<file path="src/rtl/dco_meas_pkg.sv">
// Shared types and defaults for the DCO frequency meter: FSM state encoding,
// default parameter values and a counter-width helper.
package dco_meas_pkg;

    localparam int DEF_GATE_CYCLES = 1024;
    localparam int DEF_CNT_W       = 16;
    localparam int DEF_SYNC_STAGES = 2;

    typedef enum logic [1:0] {
        ST_IDLE = 2'd0,
        ST_ARM  = 2'd1,
        ST_GATE = 2'd2,
        ST_DONE = 2'd3
    } meas_state_e;

    // Bits needed for a counter that steps through 0..n-1 (never narrower than 1).
    function automatic int timer_w(input int n);
        return (n <= 2) ? 1 : $clog2(n);
    endfunction

endpackage

</file>
<file path="src/rtl/dco_sync.sv">
// Brings the free-running DCO output into the clk domain and emits a one-cycle
// pulse for every rising edge seen after the synchronizer.
module dco_sync #(
    parameter int SYNC_STAGES = 2
) (
    input  logic clk,
    input  logic rst_n,
    input  logic dco_i,
    output logic rise_o
);

    logic [SYNC_STAGES-1:0] sync_q;
    logic                   delay_q;

    // NOTE: clocked state uses non-blocking assignments so each flop in the chain captures its neighbour's pre-edge value.
    always_ff @(posedge clk or negedge rst_n) begin
        if (!rst_n) begin
            sync_q  <= '0;
            delay_q <= 1'b0;
        end else begin
            sync_q  <= {sync_q[SYNC_STAGES-2:0], dco_i};
            delay_q <= sync_q[SYNC_STAGES-1];
        end
    end

    assign rise_o = sync_q[SYNC_STAGES-1] & ~delay_q;

endmodule

</file>
<file path="src/rtl/dco_freq_meter.sv">
// Counts synchronized DCO rising edges over a fixed gate window of clk cycles
// and publishes the (saturating) result with a one-cycle valid strobe.
module dco_freq_meter
    import dco_meas_pkg::*;
#(
    parameter int GATE_CYCLES = DEF_GATE_CYCLES,
    parameter int CNT_W       = DEF_CNT_W,
    parameter int SYNC_STAGES = DEF_SYNC_STAGES
) (
    input  logic             clk,
    input  logic             rst_n,
    input  logic             ena,
    input  logic             dco_in,
    input  logic             start,
    input  logic             continuous,
    output logic [CNT_W-1:0] count_out,
    output logic             count_valid,
    output logic             busy,
    output logic             overflow
);

    localparam int TMR_W = timer_w(GATE_CYCLES);
    localparam int ARM_W = timer_w(SYNC_STAGES + 1);

    localparam logic [TMR_W-1:0] GATE_LAST = TMR_W'(GATE_CYCLES - 1);
    localparam logic [ARM_W-1:0] ARM_LAST  = ARM_W'(SYNC_STAGES);
    localparam logic [CNT_W-1:0] CNT_MAX   = '1;

    if (GATE_CYCLES < 2) begin : g_bad_gate
        $error("dco_freq_meter: GATE_CYCLES must be at least 2");
    end
    if (SYNC_STAGES < 2) begin : g_bad_sync
        $error("dco_freq_meter: SYNC_STAGES must be at least 2");
    end

    logic rise;

    dco_sync #(
        .SYNC_STAGES(SYNC_STAGES)
    ) u_sync (
        .clk   (clk),
        .rst_n (rst_n),
        .dco_i (dco_in),
        .rise_o(rise)
    );

    meas_state_e      state_q,    state_d;
    logic [ARM_W-1:0] arm_q,      arm_d;
    logic [TMR_W-1:0] timer_q,    timer_d;
    logic [CNT_W-1:0] edge_cnt_q, edge_cnt_d;
    logic             ovf_q,      ovf_d;
    logic [CNT_W-1:0] count_q,    count_d;
    logic             overflow_q, overflow_d;
    logic             valid_q,    valid_d;

    // NOTE: every signal driven here gets a default first, so no path leaves it unassigned and no latch is inferred.
    always_comb begin
        state_d    = state_q;
        arm_d      = '0;
        timer_d    = timer_q;
        edge_cnt_d = edge_cnt_q;
        ovf_d      = ovf_q;
        count_d    = count_q;
        overflow_d = overflow_q;
        valid_d    = 1'b0;

        case (state_q)
            ST_IDLE: begin
                if (start || continuous) state_d = ST_ARM;
            end
            ST_ARM: begin
                // Hold the measurement state clear while stale synchronizer contents drain.
                timer_d    = '0;
                edge_cnt_d = '0;
                ovf_d      = 1'b0;
                if (arm_q == ARM_LAST) state_d = ST_GATE;
                else                   arm_d   = arm_q + ARM_W'(1);
            end
            ST_GATE: begin
                if (rise) begin
                    if (edge_cnt_q == CNT_MAX) ovf_d      = 1'b1;
                    else                       edge_cnt_d = edge_cnt_q + CNT_W'(1);
                end
                if (timer_q == GATE_LAST) state_d = ST_DONE;
                else                      timer_d = timer_q + TMR_W'(1);
            end
            ST_DONE: begin
                state_d = continuous ? ST_ARM : ST_IDLE;
            end
            default: state_d = ST_IDLE;
        endcase

        if (!ena) state_d = ST_IDLE;

        // The result includes any rise in the final gate cycle, hence the _d values.
        if (state_q == ST_GATE && state_d == ST_DONE) begin
            count_d    = edge_cnt_d;
            overflow_d = ovf_d;
            valid_d    = 1'b1;
        end
    end

    always_ff @(posedge clk or negedge rst_n) begin
        if (!rst_n) begin
            state_q    <= ST_IDLE;
            arm_q      <= '0;
            timer_q    <= '0;
            edge_cnt_q <= '0;
            ovf_q      <= 1'b0;
            count_q    <= '0;
            overflow_q <= 1'b0;
            valid_q    <= 1'b0;
        end else begin
            state_q    <= state_d;
            arm_q      <= arm_d;
            timer_q    <= timer_d;
            edge_cnt_q <= edge_cnt_d;
            ovf_q      <= ovf_d;
            count_q    <= count_d;
            overflow_q <= overflow_d;
            valid_q    <= valid_d;
        end
    end

    assign count_out   = count_q;
    assign overflow    = overflow_q;
    assign count_valid = valid_q;
    assign busy        = (state_q != ST_IDLE);

endmodule

</file>
<file path="config.mk">
export PLATFORM = sky130hd
export DESIGN_NAME = dco_freq_meter
export DESIGN_NICKNAME = d
export VERILOG_FILES = /design/src/rtl/dco_meas_pkg.sv /design/src/rtl/dco_sync.sv /design/src/rtl/dco_freq_meter.sv
export SDC_FILE = /design/constraint.sdc
export NUM_CORES = 1
export LEC_CHECK = 0
export CAP_MARGIN = 20
export CORE_ASPECT_RATIO = 1.25
export CORE_MARGIN = 1.5
export CORE_UTILIZATION = 50
export CTS_CLUSTER_SIZE = 14
export DETAILED_ROUTE_END_ITERATION = 16
export DONT_BUFFER_PORTS = 1
export HOLD_SLACK_MARGIN = 0.08
export SETUP_SLACK_MARGIN = 0.02
export SYNTH_ARGS = -nofsm -noshare
export SYNTH_HDL_FRONTEND = slang
export SYNTH_SLANG_ARGS = --single-unit
</file>
<file path="constraint.sdc">
create_clock -name clk -period 2.7 [get_ports clk]
set_input_delay 0.27 -clock clk [delete_from_list [all_inputs] [get_ports clk]]
set_output_delay 0.27 -clock clk [all_outputs]
set_load 0.01 [all_outputs]
</file>
### After elaboration in Yosys (flattened, before gate mapping)

Index checks and enable logic that the tools add are counted.
Widths: inputs -> output; s select.

* register bits after elaboration: 52
* output and inout bits: 19

* $add $sub $neg: 3
* equal/unequal tests: 8
* muxes and demuxes: 17
* bitwise gates (word level): 2
* reductions and logical operators: 6

Operators by type and width (number)
* $mux 16: 2
* $pmux 16 s2: 1
* $pmux 10 s2: 1
* $add 16x1->16 const B: 1
* $eq 16x16->1 const B: 1
* $mux 2: 6
* $add 10x1->10 const B: 1
* $eq 10x10->1 const B: 1
* $mux 10: 1
* $eq 2x2->1 const B: 4
* $pmux 2 s4: 1
* $mux 1: 4
* $reduce_bool 2->1: 2
* $add 2x1->2 const B: 1
* $eq 2x1->1 const B: 1
* $logic_not 2->1: 1
* $ne 2x2->1 const B: 1
* $pmux 1 s2: 1
* $reduce_and 2->1: 1
* $and 1x1->1: 1
* $logic_and 1x1->1: 1
* $logic_or 1x1->1: 1
* $not 1->1: 1

### Logic depth before layout (Yosys ltp)

* depth in word-level cells: 7
* depth in mapped cells: 9

### Cells and area by module

From an unflattened synthesis, not the netlist that was laid out.

* cell total of the unflattened synthesis: 253
* area total of the unflattened synthesis: 2588.7 µm²

Modules (own cells, without submodules)
* dco_freq_meter: instances 1, cells each 249, area an instance 2499.9 µm², seq. area each 1226.2 µm²
* dco_sync: instances 1, cells each 4, area an instance 88.8 µm², seq. area each 75.1 µm²

### Least setup slack after synthesis

OpenSTA, ideal clock, no wires.

* path kind: register to register
* start: register state_q[1]
* end: register count_q[14] (netlist: count_out[14])
* data arrival time: 2.000 ns
* setup slack: 0.574 ns
* stages on the path, launching flop included: 10
* buffers on the path: 2
* period minus slack after synthesis: 2.126 ns
* cell sequence: dfrtp_1 -> inv_1 -> ha_1 -> inv_2 -> a22oi_1 -> o21ai_0 -> a2111o_1 -> buf_6 -> buf_12 -> mux2_4

* cells in the longest elaborated chain, start to end: 5
* elaborated cells between the ends (all ways): 12
* classes of those cells: eq/ne (4); mux (6); reduce/logical (2)

Ends and longest elaborated chain
* start, declared: RTL line dco_freq_meter.sv:47 `meas_state_e state_q, state_d;`
* start signal, assigned: RTL line dco_freq_meter.sv:114 `state_q <= state_d;`
* $eq 2x2->1, or another cell as far along: RTL line dco_freq_meter.sv:67 `case (state_q)`
* $pmux 2 s4: RTL line dco_freq_meter.sv:67
* $mux 2: RTL line dco_freq_meter.sv:93 `if (!ena) state_d = ST_IDLE;`
* $eq 2x2->1: RTL line dco_freq_meter.sv:96 `if (state_q == ST_GATE && state_d == ST_DONE) begin`
* $logic_and 1x1->1: RTL line dco_freq_meter.sv:96
* end signal, assigned: RTL line dco_freq_meter.sv:119 `count_q <= count_d;`
* end, declared: RTL line dco_freq_meter.sv:52 `logic [CNT_W-1:0] count_q, count_d;`

Parallel ways exist; a longest one is shown, timed or not.
A chain may end at the register's enable or synchronous reset.

### Final worst setup path

* start: register state_q[1]
* end: register count_q[12] (netlist: count_out[12])

Same word-level chain as after synthesis.

==> metrics <==
I/O Buffers=0; EDFF count, synth=0; Lkg Pwr=approximately 1.4 nW; Placer Congestion=about 0.85; Data arrival, critical path=2.45 ns; die height=84.0 um; Setup TNS=0 ns; fin crit share=0.839; Layout Utilization=0.559; worst path required time=~2.9 ns; CTS buffer count=5; CTS Root Cell=clkbuf_8; DP Wirelength=about 3.7 mm; Switching Share=0.229; cell taking the most area after synthesis=dfrtp_1; clk_lat worst skew=~0.3 ns; cts hold-fix bufs=4; Worst-path clk slew=~0.090 ns; GR Overflow Total=0; first-pass GRT wire length=8.84 mm; largest net degree at the start of global routing=53; pwr dens=slightly below 500 mW/mm^2; DRT antenna net count=0; Horiz. Die Dim=just under 70 um; CP startpoint kind=flip-flop; Synth top cells by count=52 x dfrtp_1, 22 x nor2_1, 21 x nand2_1; net switching power=around 0.31 mW; Final Critical Period=around 2.3 ns; number of max-cap violations=0; drt pass-1 iters=4; Max clock buf depth=2; core area=approximately 0.005 sq mm; Area growth syn-to-layout=8.25%; Reg2Reg Setup Slack=between 0.4 and 0.5 ns; FP Rows=29; die area=0.00570 sq mm; Mapped Cells=approximately 250; Clk network pwr share=0.340; CTS tree=done; DRC viols=0; crit end category=flip-flop; Seq/Total Area, Yosys=0.496; share of the synthesized area in the top cell type=0.496; synthesis-stage register bit count=between 50 and 60; drt via density=between 5 and 6; Antenna diodes=0; CTS H-Tree Depth=2; Post-Syn Area=~0.0026 sq mm; peak supply drop=~0.35 mV; Resized Gates After CTS=0; # fillers=455; DR iter-0 viols=slightly above 200; net count after synthesis=~260; clock sinks=52; DR vias=roughly 1900; Netlist cell types=between 50 and 60; most frequent cell after synthesis=dfrtp_1; vias in the first global route=between 1500 and 2000; share of layout cells above drive strength 1=0.120; max_slew headroom=0.615; RSZ-0062 raised after global routing=false; Synth Warn #=0; final net count=272; Internal Power=between 1 and 1.5 mW; GRT Total Usage=0.204; Worst Max-Slew Pin Slew=about 0.56 ns; CP max stage cell=dfrtp_1; CP peak stage delay=0.42 ns; IO Pins=25; Sequential Power Share=0.587; clk_skew=roughly 0.0053 ns; routed length per instance=16.1 um; # setup viols final=0; ordered cell list for the critical path=inv_1 -> ha_1 -> inv_2 -> a22oi_1 -> o21ai_0 -> a2111o_1 -> buf_4 -> mux2_1; Tightest Hold Check Type=in2reg; Logic pwr share=0.073; Avg Inst Size Synth=between 10 and 15 sq um; max-slew violations=0; crit path max fanout=18; Detailed Route WL=5.14 mm; status=finished, final reports clean; cells taking the most area after synthesis=dfrtp_1 50%, ha_1 3.8%, mux2i_1 3.4%; final hold violation count=0; Post-synth ARST share=1.00; Synth Flop Type=dfrtp_1; fmax=roughly 440 MHz; number of antenna violations at the first check in global routing=0; Initial Util=0.517; Post-CTS Setup Bufs=0; Crit Path Class=reg2reg
==> per-stage QoR <==
step / hold WS (ns) / setup WS, ns / instances / power, mW / cell area, sq um
after CTS: 0.125 / 0.425 / 320 / 1.39 / 2840
after detailed placement: -0.0243 / 0.425 / 309 / 0.895 / 2690
after global placement: -0.0245 / 0.490 / 309 / 0.894 / 2690
final: 0.136 / 0.435 / 320 / 1.37 / 2840
after global routing: 0.149 / 0.235 / 320 / 1.43 / 2840
after floorplan: -0.0256 / 0.574 / 249 / 0.870 / 2630
==> routing by layer <==
layer / share of wire / up-vias / routed length (um) / track usage
met3: 0.030 / 9 / 153 / 0.0391
met1: 0.43 / 908 / 2220 / 0.250
met2: 0.52 / 37 / 2670 / 0.345
met4: 0.019 / 0 / 100 / 0.0782
met5: 0 / - / 0 / 0
li1: - / 915 / - / -
==> sequential cells by signal, indices dropped and copies added, names as in the netlist <==
| name | flops |
|---|---|
| arm_q | 2 |
| count_out | 16 |
| count_valid | 1 |
| edge_cnt_q | 16 |
| overflow | 1 |
| ovf_q | 1 |
| state_q | 2 |
| timer_q | 10 |
| u_sync.delay_q | 1 |
| u_sync.sync_q | 2 |
==> cell type report <==
class,instances,area [sq um],area share
clock buffers,7,96.3,0.0339
inverters,18,67.6,0.0238
multi-input cells,172,1200,0.424
flip-flops and latches,52,1300,0.458
well taps,62,77.6,0.0273
repair buffers,9,95.1,0.0335
==> critical path: cells and delay by family, from the launching register on <==
kind / cells / cell delay, ns
mux: 1 / 0.33
buf+inv: 3 / 0.48
fa+ha+maj: 1 / 0.23
flops: 1 / 0.42
compound gates: 3 / 0.68
==> power groups by stage <==
stage          Combinational, mW  Clock, mW  Sequential [mW]
2_1_floorplan             0.0564          0            0.814
3_3_place_gp              0.0772          0            0.817
3_5_place_dp              0.0778          0            0.817
4_1_cts                    0.102      0.484            0.801
5_1_grt                    0.113      0.516            0.804
6_report                   0.100      0.465            0.801
==> cells in the final DEF, fill, tap and decap left out, drive strengths merged, types with 2 or more instances in the layout <==
cell type    instances
a21o                 2
mux2i                9
and3                 2
nand4                7
a2111oi              2
nor2b                2
nor3                 5
dlygate4sd3          3
clkbuf               7
a21oi                9
a41oi                3
mux2                11
dfrtp               52
o31ai                4
ha                   8
xor2                 2
nor2                22
a211oi               2
inv                 18
and2                 5
xnor2                4
a311oi               4
and4                 3
nor4                 3
nand2               21
buf                  6
nand3               13
o21ai                9
a31oi                7
==> cell families after synthesis <==
family | after synthesis | synth area share
flip-flops | 52 | 0.496
AO/OA/AOI/OAI | 50 | 0.132
buffers and inverters | 25 | 0.0458
AND/OR/NAND/NOR | 88 | 0.183
XOR/XNOR | 6 | 0.0200
adder cells (fa/ha/maj) | 8 | 0.0381
multiplexers | 20 | 0.0858
==> final timing paths <==
| path | end | depth (start not counted) | from |
|---|---|---|---|
| worst max-delay path | count_out[12]$_DFFE_PN0P_ | 8 | state_q[1]$_DFF_PN0_ |
| worst min-delay path | state_q[0]$_DFF_PN0_ | 2 | ena |
| worst max register to register | count_out[12]$_DFFE_PN0P_ | 8 | state_q[1]$_DFF_PN0_ |
| worst min register to register | u_sync.sync_q[1]$_DFF_PN0_ | 0 | u_sync.sync_q[0]$_DFF_PN0_ |
| max in group asynchronous | count_out[13]$_DFFE_PN0P_ | 2 | rst_n |
| min in group asynchronous | count_out[11]$_DFFE_PN0P_ | 2 | rst_n |
No activity file was read; power rests on OpenSTA's default activity.
